==> src/rtl/seqdet_pkg.sv <==
// Shared types and helpers for the round-robin scheduler that fronts the serial sequence detector.
package seqdet_pkg;

  typedef enum logic [2:0] {
    ST_IDLE  = 3'd0,
    ST_GUARD = 3'd1,
    ST_SHIFT = 3'd2,
    ST_DRAIN = 3'd3,
    ST_RESP  = 3'd4
  } state_t;

  function automatic int clog2(input int v);
    int r;
    for (r = 0; (1 << r) < v; r++) begin
    end
    return r;
  endfunction

endpackage

==> src/rtl/seqdet_rr_arb.sv <==
// Combinational round-robin arbiter: first requester at or above ptr wins, wrapping to index 0.
module seqdet_rr_arb
  import seqdet_pkg::*;
#(
  parameter  int N_REQ = 2,
  localparam int ID_W  = clog2(N_REQ) + 1
) (
  input  logic [N_REQ-1:0] req,
  input  logic [ID_W-1:0]  ptr,
  input  logic             en,
  output logic [N_REQ-1:0] grant,
  output logic [ID_W-1:0]  idx
);

  logic found;

  always_comb begin
    grant = '0;
    idx   = '0;
    found = 1'b0;
    // Upper pass covers [ptr, N_REQ), wrap pass covers [0, ptr).
    for (int j = 0; j < N_REQ; j++) begin
      if (en && !found && req[j] && (ID_W'(j) >= ptr)) begin
        found    = 1'b1;
        grant[j] = 1'b1;
        idx      = ID_W'(j);
      end
    end
    for (int j = 0; j < N_REQ; j++) begin
      if (en && !found && req[j]) begin
        found    = 1'b1;
        grant[j] = 1'b1;
        idx      = ID_W'(j);
      end
    end
  end

endmodule

==> src/rtl/seqdet_stream_sched.sv <==
// Shares one serial sequence detector among N_REQ requesters: guard-flush, shift word MSB-first, count matches, respond.
// Handshakes: a transfer occurs on any cycle where valid & ready are both high; valid never depends on ready.
module seqdet_stream_sched
  import seqdet_pkg::*;
#(
  parameter  int N_REQ      = 2,
  parameter  int WORD_W     = 8,
  parameter  int GUARD_BITS = 4,
  parameter  int DET_LAT    = 1,
  localparam int CNT_W      = clog2(WORD_W + 1),
  localparam int ID_W       = clog2(N_REQ) + 1
) (
  input  logic                      clk,
  input  logic                      rst,
  input  logic [N_REQ-1:0]          req_valid,
  input  logic [N_REQ*WORD_W-1:0]   req_data,
  output logic [N_REQ-1:0]          req_ready,
  output logic                      det_in,
  input  logic                      det_out,
  output logic                      rsp_valid,
  input  logic                      rsp_ready,
  output logic [ID_W-1:0]           rsp_id,
  output logic [CNT_W-1:0]          rsp_count,
  output logic                      busy,
  output logic [2:0]                cur_state
);

  localparam int K_END = GUARD_BITS + WORD_W + DET_LAT;
  localparam int K_W   = clog2(K_END + 1);
  localparam logic [K_W-1:0] K_GUARD_LAST = K_W'(GUARD_BITS - 1);
  localparam logic [K_W-1:0] K_SHIFT_LAST = K_W'(GUARD_BITS + WORD_W - 1);
  localparam logic [K_W-1:0] K_DRAIN_LAST = K_W'(K_END - 1);
  localparam logic [K_W-1:0] K_WIN_LO     = K_W'(GUARD_BITS + DET_LAT);
  localparam logic [K_W-1:0] K_WIN_HI     = K_W'(K_END);

  state_t              state_q, state_d;
  logic [WORD_W-1:0]   shreg, word, shift_src;
  logic [K_W-1:0]      k;
  logic [CNT_W-1:0]    cnt, cnt_nxt;
  logic [ID_W-1:0]     ptr, idx;
  logic [N_REQ-1:0]    grant;
  logic                accept, active, in_win;

  // Holding off grants while rst is low keeps req_ready quiet during reset.
  seqdet_rr_arb #(.N_REQ(N_REQ)) u_arb (
    .req   (req_valid),
    .ptr   (ptr),
    .en    ((state_q == ST_IDLE) && rst),
    .grant (grant),
    .idx   (idx)
  );

  assign req_ready = grant;
  assign accept    = |grant;
  assign busy      = (state_q != ST_IDLE);
  assign cur_state = state_q;
  assign active    = (state_q == ST_GUARD) || (state_q == ST_SHIFT) || (state_q == ST_DRAIN);
  assign in_win    = (k >= K_WIN_LO) && (k < K_WIN_HI);
  assign shift_src = accept ? word : shreg;

  always_comb begin
    word = '0;
    for (int i = 0; i < N_REQ; i++) begin
      if (grant[i]) word = req_data[i*WORD_W +: WORD_W];
    end
  end

  always_comb begin
    cnt_nxt = cnt;
    if (active && in_win && det_out && (cnt != '1)) cnt_nxt = cnt + 1'b1;
  end

  always_comb begin
    state_d = state_q;
    case (state_q)
      ST_IDLE:  if (accept) state_d = (GUARD_BITS > 0) ? ST_GUARD : ST_SHIFT;
      ST_GUARD: if (k == K_GUARD_LAST) state_d = ST_SHIFT;
      ST_SHIFT: if (k == K_SHIFT_LAST) state_d = ST_DRAIN;
      ST_DRAIN: if (k == K_DRAIN_LAST) state_d = ST_RESP;
      ST_RESP:  if (rsp_ready) state_d = ST_IDLE;
      default:  state_d = ST_IDLE;
    endcase
  end

  always_ff @(posedge clk or negedge rst) begin
    if (!rst) begin
      state_q   <= ST_IDLE;
      shreg     <= '0;
      det_in    <= 1'b0;
      k         <= '0;
      cnt       <= '0;
      ptr       <= '0;
      rsp_id    <= '0;
      rsp_count <= '0;
      rsp_valid <= 1'b0;
    end else begin
      state_q   <= state_d;
      rsp_valid <= (state_d == ST_RESP);
      // det_in is loaded one cycle ahead so the bit is on the wire for the whole SHIFT cycle.
      if (state_d == ST_SHIFT) begin
        det_in <= shift_src[WORD_W-1];
        shreg  <= shift_src << 1;
      end else begin
        det_in <= 1'b0;
        if (accept) shreg <= word;
      end
      if (accept) begin
        rsp_id <= idx;
        ptr    <= (idx == ID_W'(N_REQ - 1)) ? '0 : idx + 1'b1;
        k      <= '0;
        cnt    <= '0;
      end else if (active) begin
        k   <= k + 1'b1;
        cnt <= cnt_nxt;
      end
      if ((state_q == ST_DRAIN) && (state_d == ST_RESP)) rsp_count <= cnt_nxt;
    end
  end

endmodule

==> config.mk <==
export PLATFORM = sky130hd
export DESIGN_NAME = seqdet_stream_sched
export DESIGN_NICKNAME = d
export VERILOG_FILES = /design/src/rtl/seqdet_pkg.sv /design/src/rtl/seqdet_rr_arb.sv /design/src/rtl/seqdet_stream_sched.sv
export SDC_FILE = /design/constraint.sdc
export NUM_CORES = 1
export LEC_CHECK = 0
export BUFFER_PORTS_ARGS = -buffer_cell sky130_fd_sc_hd__buf_2
export CAP_MARGIN = 20
export CORE_MARGIN = 5
export CORE_UTILIZATION = 25
export DETAILED_ROUTE_END_ITERATION = 10
export PLACE_DENSITY_LB_ADDON = 0.2
export SKIP_LAST_GASP = 1
export SYNTH_ARGS = -nofsm -noshare
export SYNTH_HDL_FRONTEND = slang
export SYNTH_SLANG_ARGS = --single-unit
==> constraint.sdc <==
create_clock -name clk -period 2.1 [get_ports clk]
set_input_delay 0.315 -clock clk [delete_from_list [all_inputs] [get_ports clk]]
set_output_delay 0.315 -clock clk [all_outputs]
set_load 0.05 [all_outputs]
==> results.toml, run 1 <==
[status]
status = "completed"

[placed_design]
dpl.hpwl_um = 2626
port_buffers = 34
placed_area_um2 = 1798
gp_congestion = 0.7338
preCtsSetupSlack_ns = 0.1933

[die]
row_count = 28
initial_core_util_pct = 25.76
die_h_um = 88.33
core_um2 = 5956
die-width_um = 88.33
io_pins = 36
dieArea_um2 = 7802

[synthesis]
ys_ff_latch = 27
netlist_instances = 164
async_reset_ff_share_pct = 100.0
syn_avg_cell_area_um2 = 9.353
synth_edf_count = 0
yosys_warnings = 0
synth_cell_types = 40
synth_flop_cell = "dfrtp_1"
synth-seq-area-share_pct = 44.05
synth_nets = 191
syn_area_um2 = 1534

[timing]
tightestPinTransition_ns = 0.6507
setup_viol = 0
period_share_pct = 93.59
fin_worst_skew_ns = 0.003257
finalHoldViolCount = 0
period_needed_ns = 1.965
max_freq_mhz = 508.8
rsz0062_at_grt = "yes"
fin_ws_ns = 0.1346
finalMaxSlewViolations = 0
worst_hold_slack_ns = 0.06439
slew_headroom_pct = 56.53
setup_tns_ns = 0

[min_path]
hold_class = "input port to async pin"

[power]
p_per_area_nw_per_um2 = 1329
ir_drop_mv = 0.4138
p_leak_nw = 0.8463

[finish]
final_net_count = 229
area_growth_pct = 21.21
antenna-diode-count = 0
fin_area_um2 = 1859
drive_above_1_share_pct = 28.86
fillers = 648

[global_routing]
grt_pass1_wl_um = 5865
grt-ovfl-total = 0
antenna_found_initial = 0
grt_pass1_vias = 1231
track_usage_pct = 9.281
grt_max_degree = 24

[worst_setup_path]
path_max_fanout = 11
startpoint_type = "register"
worstPathRequired_ns = 1.78
end_kind = "primary output"
timing_worst_setup_path_type = "register to primary output"
arrival_ns = 1.65
worstRegToRegCells = 7

[cts]
cts_buffer_depth = 2
cts_sinks = 27
cts_tree = "done"
path_clk_slew_ns = 0.10
insertion_delay_ns = 0.27
cts_buffers = 3
cts_root_buf = "clkbuf_8"
htree_num_levels = 1
postCtsSetupBuffers = 0

[routing]
detailedRoute.firstPassIterationCount = 4
drc = 0
wl_per_cell_um = 12.63
drtAntennaViolNets = 0
num_vias = 1237
vias_per_cell = 4.482
drtIter0Drc = 41
wirelength_um = 3487

[flow_run]
cap_violations = 0
==> power breakdown <==
part           leakage (nW)  total [W]  switching [W]  internal (W)
Combinational         0.496    0.00128       0.000799      0.000479
Clock                0.0255   0.000298       0.000165      0.000133
Sequential            0.325   0.000895       0.000170      0.000726
==> path summary, 6_finish.rpt <==
| check | start | endpoint | slack, ns |
|---|---|---|---|
| min in group clk | req_data[8] | shreg[0]$_DFF_PN0_ | 0.28 |
| max in group asynchronous | rst | cur_state[2]$_DFF_PN0_ | 1.45 |
| worst max register to register | k[0]$_DFFE_PN0P_ | shreg[1]$_DFF_PN0_ | 0.18 |
| worst min-delay path | rst | shreg[3]$_DFF_PN0_ | 0.06 |
| worst min register to register | rsp_count[2]$_DFFE_PN0P_ | rsp_count[2]$_DFFE_PN0P_ | 0.49 |
| worst max-delay path | cur_state[0]$_DFF_PN0_ | req_ready[0] | 0.13 |
==> critical path: stages (launching register included) <==
cell,delay [ns]
dfrtp_2,0.49
nor4b_4,0.35
nand2_1,0.17
a21oi_4,0.13
clkbuf_4,0.23
==> placed cells by master, fill, tap and decap left out, types with 3 or more instances in the layout <==
master	count
a21oi_1	15
and2_1	3
buf_2	32
buf_4	6
clkbuf_8	3
dfrtp_1	24
dfrtp_2	3
ha_1	5
inv_1	6
nand2_1	17
nand3_1	4
nor2_1	17
nor2b_1	3
o211ai_1	8
o21ai_0	17
xnor2_1	5
==> final cells by class <==
| cell class | count | area [um^2] | share of cell area, % |
|---|---|---|---|
| multi-input combinational | 122 | 783.3 | 42.13 |
| sequential | 27 | 679.4 | 36.54 |
| timing repair buffer | 41 | 230.2 | 12.38 |
| tap | 75 | 93.84 | 5.047 |
| clock buffer | 3 | 41.29 | 2.221 |
| inverter | 7 | 26.28 | 1.413 |
| clock inverter | 1 | 5.005 | 0.2692 |
==> synthesized netlist by cell type (2+ instances only) <==
| cell type | number | share of area [%] |
|---|---|---|
| dfrtp_1 | 27 | 44 |
| nand2_1 | 17 | 4.2 |
| nor2_1 | 17 | 4.2 |
| o21ai_0 | 17 | 5.5 |
| a21oi_1 | 16 | 5.2 |
| o211ai_1 | 8 | 3.9 |
| inv_1 | 6 | 1.5 |
| ha_1 | 5 | 4.1 |
| xnor2_1 | 5 | 2.9 |
| nand3_1 | 4 | 1.3 |
| and2_1 | 3 | 1.2 |
| nor2_2 | 3 | 1.2 |
| nor2b_1 | 3 | 1.2 |
| a211oi_1 | 2 | 0.98 |
| buf_4 | 2 | 0.98 |
| buf_6 | 2 | 1.5 |
| mux2i_1 | 2 | 1.3 |
| nand2b_1 | 2 | 0.82 |
| nand4_1 | 2 | 0.82 |
==> per-layer routing <==
metal | track usage (%) | vias to the layer above | routed length [um]
met5 | 0 | - | 0
met4 | 2.060 | 0 | 19
met3 | 1.769 | 2 | 269
met2 | 14.89 | 28 | 1519
met1 | 13.01 | 564 | 1679
li1 | - | 643 | -
==> through the flow <==
stage,instances,power (W),utilization (%)
floorplan,164,0.001946,-
global placement,271,0.002187,30.19
detailed placement,271,0.002201,30.19
CTS,276,0.002514,31.13
global route,276,0.002705,31.22
finish,276,0.002472,31.22
==> state kept, by name (all words and copies together) (netlist names) <==
register / count
cnt: 4
cur_state: 3
det_in: 1
k: 4
ptr: 1
rsp_count: 4
rsp_id: 1
rsp_valid: 1
shreg: 8
==> cells by family after synthesis <==
| kind of cell | count (synthesis) | share of synthesized area (%) |
|---|---|---|
| simple gates | 58 | 20.80 |
| compound gates | 50 | 20.15 |
| buf+inv | 15 | 5.953 |
| fa+ha+maj | 5 | 4.078 |
| flops | 27 | 44.05 |
| xor+xnor | 6 | 3.426 |
| mux | 2 | 1.305 |
| other cells | 1 | 0.2445 |
==> what timing repair did <==
item,CTS,global route
endpoints found under the hold margin,4,0
hold buffers,1,0
gates resized for setup,0,2
setup endpoints to repair,0,3
Power figures use the tool's default switching activity.
==> inputs of run 2 (changes only) <==
PLACE_DENSITY = 0.54   (was unset)
PLACE_DENSITY_LB_ADDON = unset   (was 0.2)
clock period = 2.4 ns   (was 2.1 ns; I/O delays follow)
==> results.toml, run 2 (synthesis results as in run 1) <==
[status]
status = "completed"

[power]
ir_drop_mv = 0.4443
p_per_area_nw_per_um2 = 1168
p_leak_nw = 0.8421
total_power_w = 0.002138

[worst_setup_path]
crit_path_start = "cur_state[2]$_DFF_PN0_"
path_delay_family = "simple AND/OR/NAND/NOR gates"
critPathBufInv = 2
startpoint_type = "register"
crit_slowest_cell = "dfrtp_1"
crit_cells = 5
r2r-start = "k[0]$_DFFE_PN0P_"
timing_worst_setup_path_type = "register to primary output"
end_kind = "primary output"
worstPathCellList = "nor4b_4, buf_4, nand2_1, nor2_2, buf_2"
worstRegToRegCells = 6
worstPathRequired_ns = 2.04
cpPeakStageDelay_ns = 0.51
arrival_ns = 1.78
path_max_fanout = 10

[timing]
setup_tns_ns = 0
setup_viol = 0
period_needed_ns = 2.140
tightestPinTransition_ns = 0.5432
worst_hold_slack_ns = 0.07271
rsz0062_at_grt = "no"
fin_worst_skew_ns = 0.003877
finalHoldViolCount = 0
finalMaxSlewViolations = 0
period_share_pct = 89.17
max_freq_mhz = 467.3
slew_headroom_pct = 63.71

[finish]
drive_above_1_share_pct = 27.50
fin_area_um2 = 1831
antenna-diode-count = 0
layout_common_cells = "34 x buf_2, 27 x dfrtp_1, 17 x nand2_1, 17 x nor2_1, 17 x o21ai_0"
ff_latch_area_um2 = 675.6
final_common_cell = "buf_2"
area_growth_pct = 19.33
fillers = 659
final_net_count = 228
largest-register = "shreg"
multi_input_area_um2 = 770.7
largest_reg_flops = 8

[routing]
detailedRoute.firstPassIterationCount = 4
drtIter0Drc = 121
vias_per_cell = 4.578
wirelength_um = 3448
num_vias = 1259
drc = 0
drtAntennaViolNets = 0
wl_per_cell_um = 12.54

[global_routing]
grt_pass1_vias = 1313
track_usage_pct = 9.623
grt_max_degree = 17
antenna_found_initial = 0
grt_pass1_wl_um = 6044
grt-ovfl-total = 0

[die]
die_h_um = 88.33
core_um2 = 5956
dieArea_um2 = 7802
row_count = 28
die-width_um = 88.33
initial_core_util_pct = 25.76
io_pins = 36

[cts]
cts_hold_buf = 0
post_cts_resized = 0
path_clk_slew_ns = 0.09
cts_tree = "done"
cts_buffer_depth = 2
cts_sinks = 27
cts_buffers = 3
insertion_delay_ns = 0.27
htree_num_levels = 1
postCtsSetupBuffers = 0
cts_root_buf = "clkbuf_8"

[placed_design]
port_buffers = 34
dpl.hpwl_um = 2691
gp_congestion = 0.7498
placed_area_um2 = 1782

[flow_run]
cap_violations = 0

[min_path]
hold_class = "input port to async pin"
[run 2: changes by cell type in the layout (fill, tap and decap cells not counted), moves of 2 or more]
cell | previous run | this run
dfrtp_1 | 24 | 27
clkbuf_4 | 2 | 0
dfrtp_2 | 3 | 0
buf_2 | 32 | 34
[run 2: per-stage QoR]
step                setup WS [ns]  cells  util [%]
floorplan                 0.03325    164         -
global route              0.09040    275     30.74
CTS                        0.2140    275     30.74
detailed placement         0.3568    271     29.92
finish                     0.2599    275     30.74
global placement           0.4411    271     29.92
[run 2: cell type report]
class | count | share of cell area (%)
repair buffers | 40 | 11.76
inverters | 7 | 1.435
flip-flops and latches | 27 | 36.91
multi-input cells | 122 | 42.11
well taps | 75 | 5.126
clock buffers | 3 | 2.256
clock inverters | 1 | 0.4101
[run 2: worst register-to-register path, cell delays in order (launching register included)]
cell	delay, ns
dfrtp_1	0.44
ha_1	0.20
or3b_1	0.38
o21ai_0	0.39
nand4_4	0.29
nor2_1	0.19
a21oi_1	0.05
[run 2: per-layer routing]
layer / up-vias / routed length (um) / GRT usage [%] / share of wire [%]
li1: 638 / - / - / -
met1: 588 / 1566 / 12.07 / 45
met2: 31 / 1626 / 17.06 / 47
met3: 2 / 246 / 2.514 / 7.1
met4: 0 / 8 / 1.236 / 0.23
met5: - / 0 / 0 / 0
[run 2: worst paths after layout]
path	slack (ns)	end
max	0.26	req_ready[1]
min	0.07	cur_state[2]$_DFF_PN0_
max reg2reg	0.34	shreg[4]$_DFF_PN0_
min reg2reg	0.48	rsp_count[0]$_DFFE_PN0P_
max in group asynchronous	2.15	cnt[2]$_DFFE_PN0P_
min in group clk	0.32	shreg[0]$_DFF_PN0_
[run 2: power breakdown]
group	switching [W]	internal [W]	leakage, nW
clock	0.000143	0.000118	0.0217
sequential	0.000148	0.000631	0.329
combinational	0.000694	0.000404	0.492
==> inputs of run 3 (changes only) <==
HOLD_SLACK_MARGIN = 0.08   (was unset)
==> results.toml, run 3 (synthesis results as in run 1) <==
[status]
status = "completed"

[routing]
vias_per_cell = 4.572
wl_per_cell_um = 12.52
num_vias = 1262
detailedRoute.firstPassIterationCount = 4
drc = 0
drtAntennaViolNets = 0
wirelength_um = 3455
drtIter0Drc = 124

[finish]
drive_above_1_share_pct = 27.36
final_net_count = 229
final_core_util_pct = 30.90
layout_common_cells = "34 x buf_2, 27 x dfrtp_1, 17 x nand2_1, 17 x nor2_1, 17 x o21ai_0"
largest_reg_flops = 8
fillers = 658
final_common_cell = "buf_2"
largest-register = "shreg"
area_growth_pct = 19.98
stdcell_count = 276
antenna-diode-count = 0
fin_area_um2 = 1841

[timing]
setup_tns_ns = 0
slew_headroom_pct = 63.68
finalHoldViolCount = 0
finalMaxSlewViolations = 0
rsz0062_at_grt = "no"
fin_worst_skew_ns = 0.004669
setup_viol = 0
tightestPinTransition_ns = 0.5436
max_freq_mhz = 439.1
period_needed_ns = 2.277
period_share_pct = 94.89

[worst_setup_path]
rrSetupSlack_ns = 0.34
timing_worst_setup_path_type = "input port to primary output"
crit_path_end = "req_ready[1]"
worstRegToRegCells = 6
end_kind = "primary output"
worstPathRequired_ns = 2.04
arrival_ns = 1.92
path_max_fanout = 9
startpoint_type = "input port"
crit_path_start = "rst"
r2r-start = "k[0]$_DFFE_PN0P_"
rr_endpoint = "shreg[4]$_DFF_PN0_"

[placed_design]
placedCellCount = 271
gp_congestion = 0.7498
dpl.hpwl_um = 2691
placed_area_um2 = 1782
port_buffers = 34

[global_routing]
grt_busiest_layer = "met2"
grt_max_degree = 17
antenna_found_initial = 0
track_usage_pct = 9.604
grt_use_met3_pct = 2.421
grt_pass1_vias = 1324
met1_usage_pct = 12.07
grt_pass1_wl_um = 6037
grt-ovfl-total = 0
use_met2_pct = 17.06

[die]
die_h_um = 88.33
initial_core_util_pct = 25.76
core_um2 = 5956
dieArea_um2 = 7802
row_count = 28
die-width_um = 88.33
io_pins = 36

[power]
ir_drop_mv = 0.4441
p_per_area_nw_per_um2 = 1162
p_leak_nw = 0.8463

[cts]
cts_buffers = 3
htree_num_levels = 1
cts_root_buf = "clkbuf_8"
cts_buffer_depth = 2
cts_sinks = 27
path_clk_slew_ns = 0.09
post_cts_resized = 0
cts_tree = "done"
insertion_delay_ns = 0.27

[flow_run]
cap_violations = 0

[min_path]
holdPathStages = 3
hold_class = "input port to register"
run 3: worst min path at each step:
stage / start / to / slack, ns
finish: req_data[8] / shreg[0]$_DFF_PN0_ / 0.32
global route: req_data[8] / shreg[0]$_DFF_PN0_ / 0.30
CTS: req_data[8] / shreg[0]$_DFF_PN0_ / 0.31
detailed placement: rst / cur_state[2]$_DFF_PN0_ / 0.38
global placement: rst / cur_state[2]$_DFF_PN0_ / 0.38
floorplan: rst / cnt[0]$_DFFE_PN0P_ / 0.06
run 3: final cells by class:
class | instances | area, um^2 | area share [%]
Clock inverter | 1 | 7.507 | 0.4079
Timing Repair Buffer | 41 | 225.2 | 12.24
Inverter | 7 | 26.28 | 1.428
Tap cell | 75 | 93.84 | 5.099
Sequential cell | 27 | 675.6 | 36.71
Multi-Input combinational cell | 122 | 770.7 | 41.88
Clock buffer | 3 | 41.29 | 2.243
run 3: per-layer routing:
metal,share of wire (%),vias up
met2,47,31
met4,0.23,0
met3,7.0,2
met1,45,589
li1,-,640
met5,0,-
run 3: power by group:
group	leakage (nW)	switching [W]	internal, W
Sequential	0.329	0.000148	0.000631
Clock	0.0217	0.000143	0.000118
Combinational	0.496	0.000694	0.000405
Total	0.846	0.000985	0.00115
run 3: repair_timing:
action / 4_1_cts / 5_1_grt
hold endpoints to repair: 13 / 0
hold buffers: 1 / 0
buffers inserted: 0 / 0
run 3: metrics by stage:
stage	power (W)	hold slack, ns	worst slack (ns)
6_report	0.002139	0.3203	0.1226
4_1_cts	0.002176	0.3109	0.09287
3_3_place_gp	0.001877	0.3803	0.4411
3_5_place_dp	0.001902	0.3807	0.3568
5_1_grt	0.002366	0.3000	0.02211
2_1_floorplan	0.001690	0.06441	0.03325
run 3: critical path, stage by stage:
cell	delay (ns)
dlygate4sd3_1	0.53
buf_2	0.15
nor4b_4	0.23
buf_4	0.20
nand2_1	0.09
nor2_2	0.09
buf_2	0.27
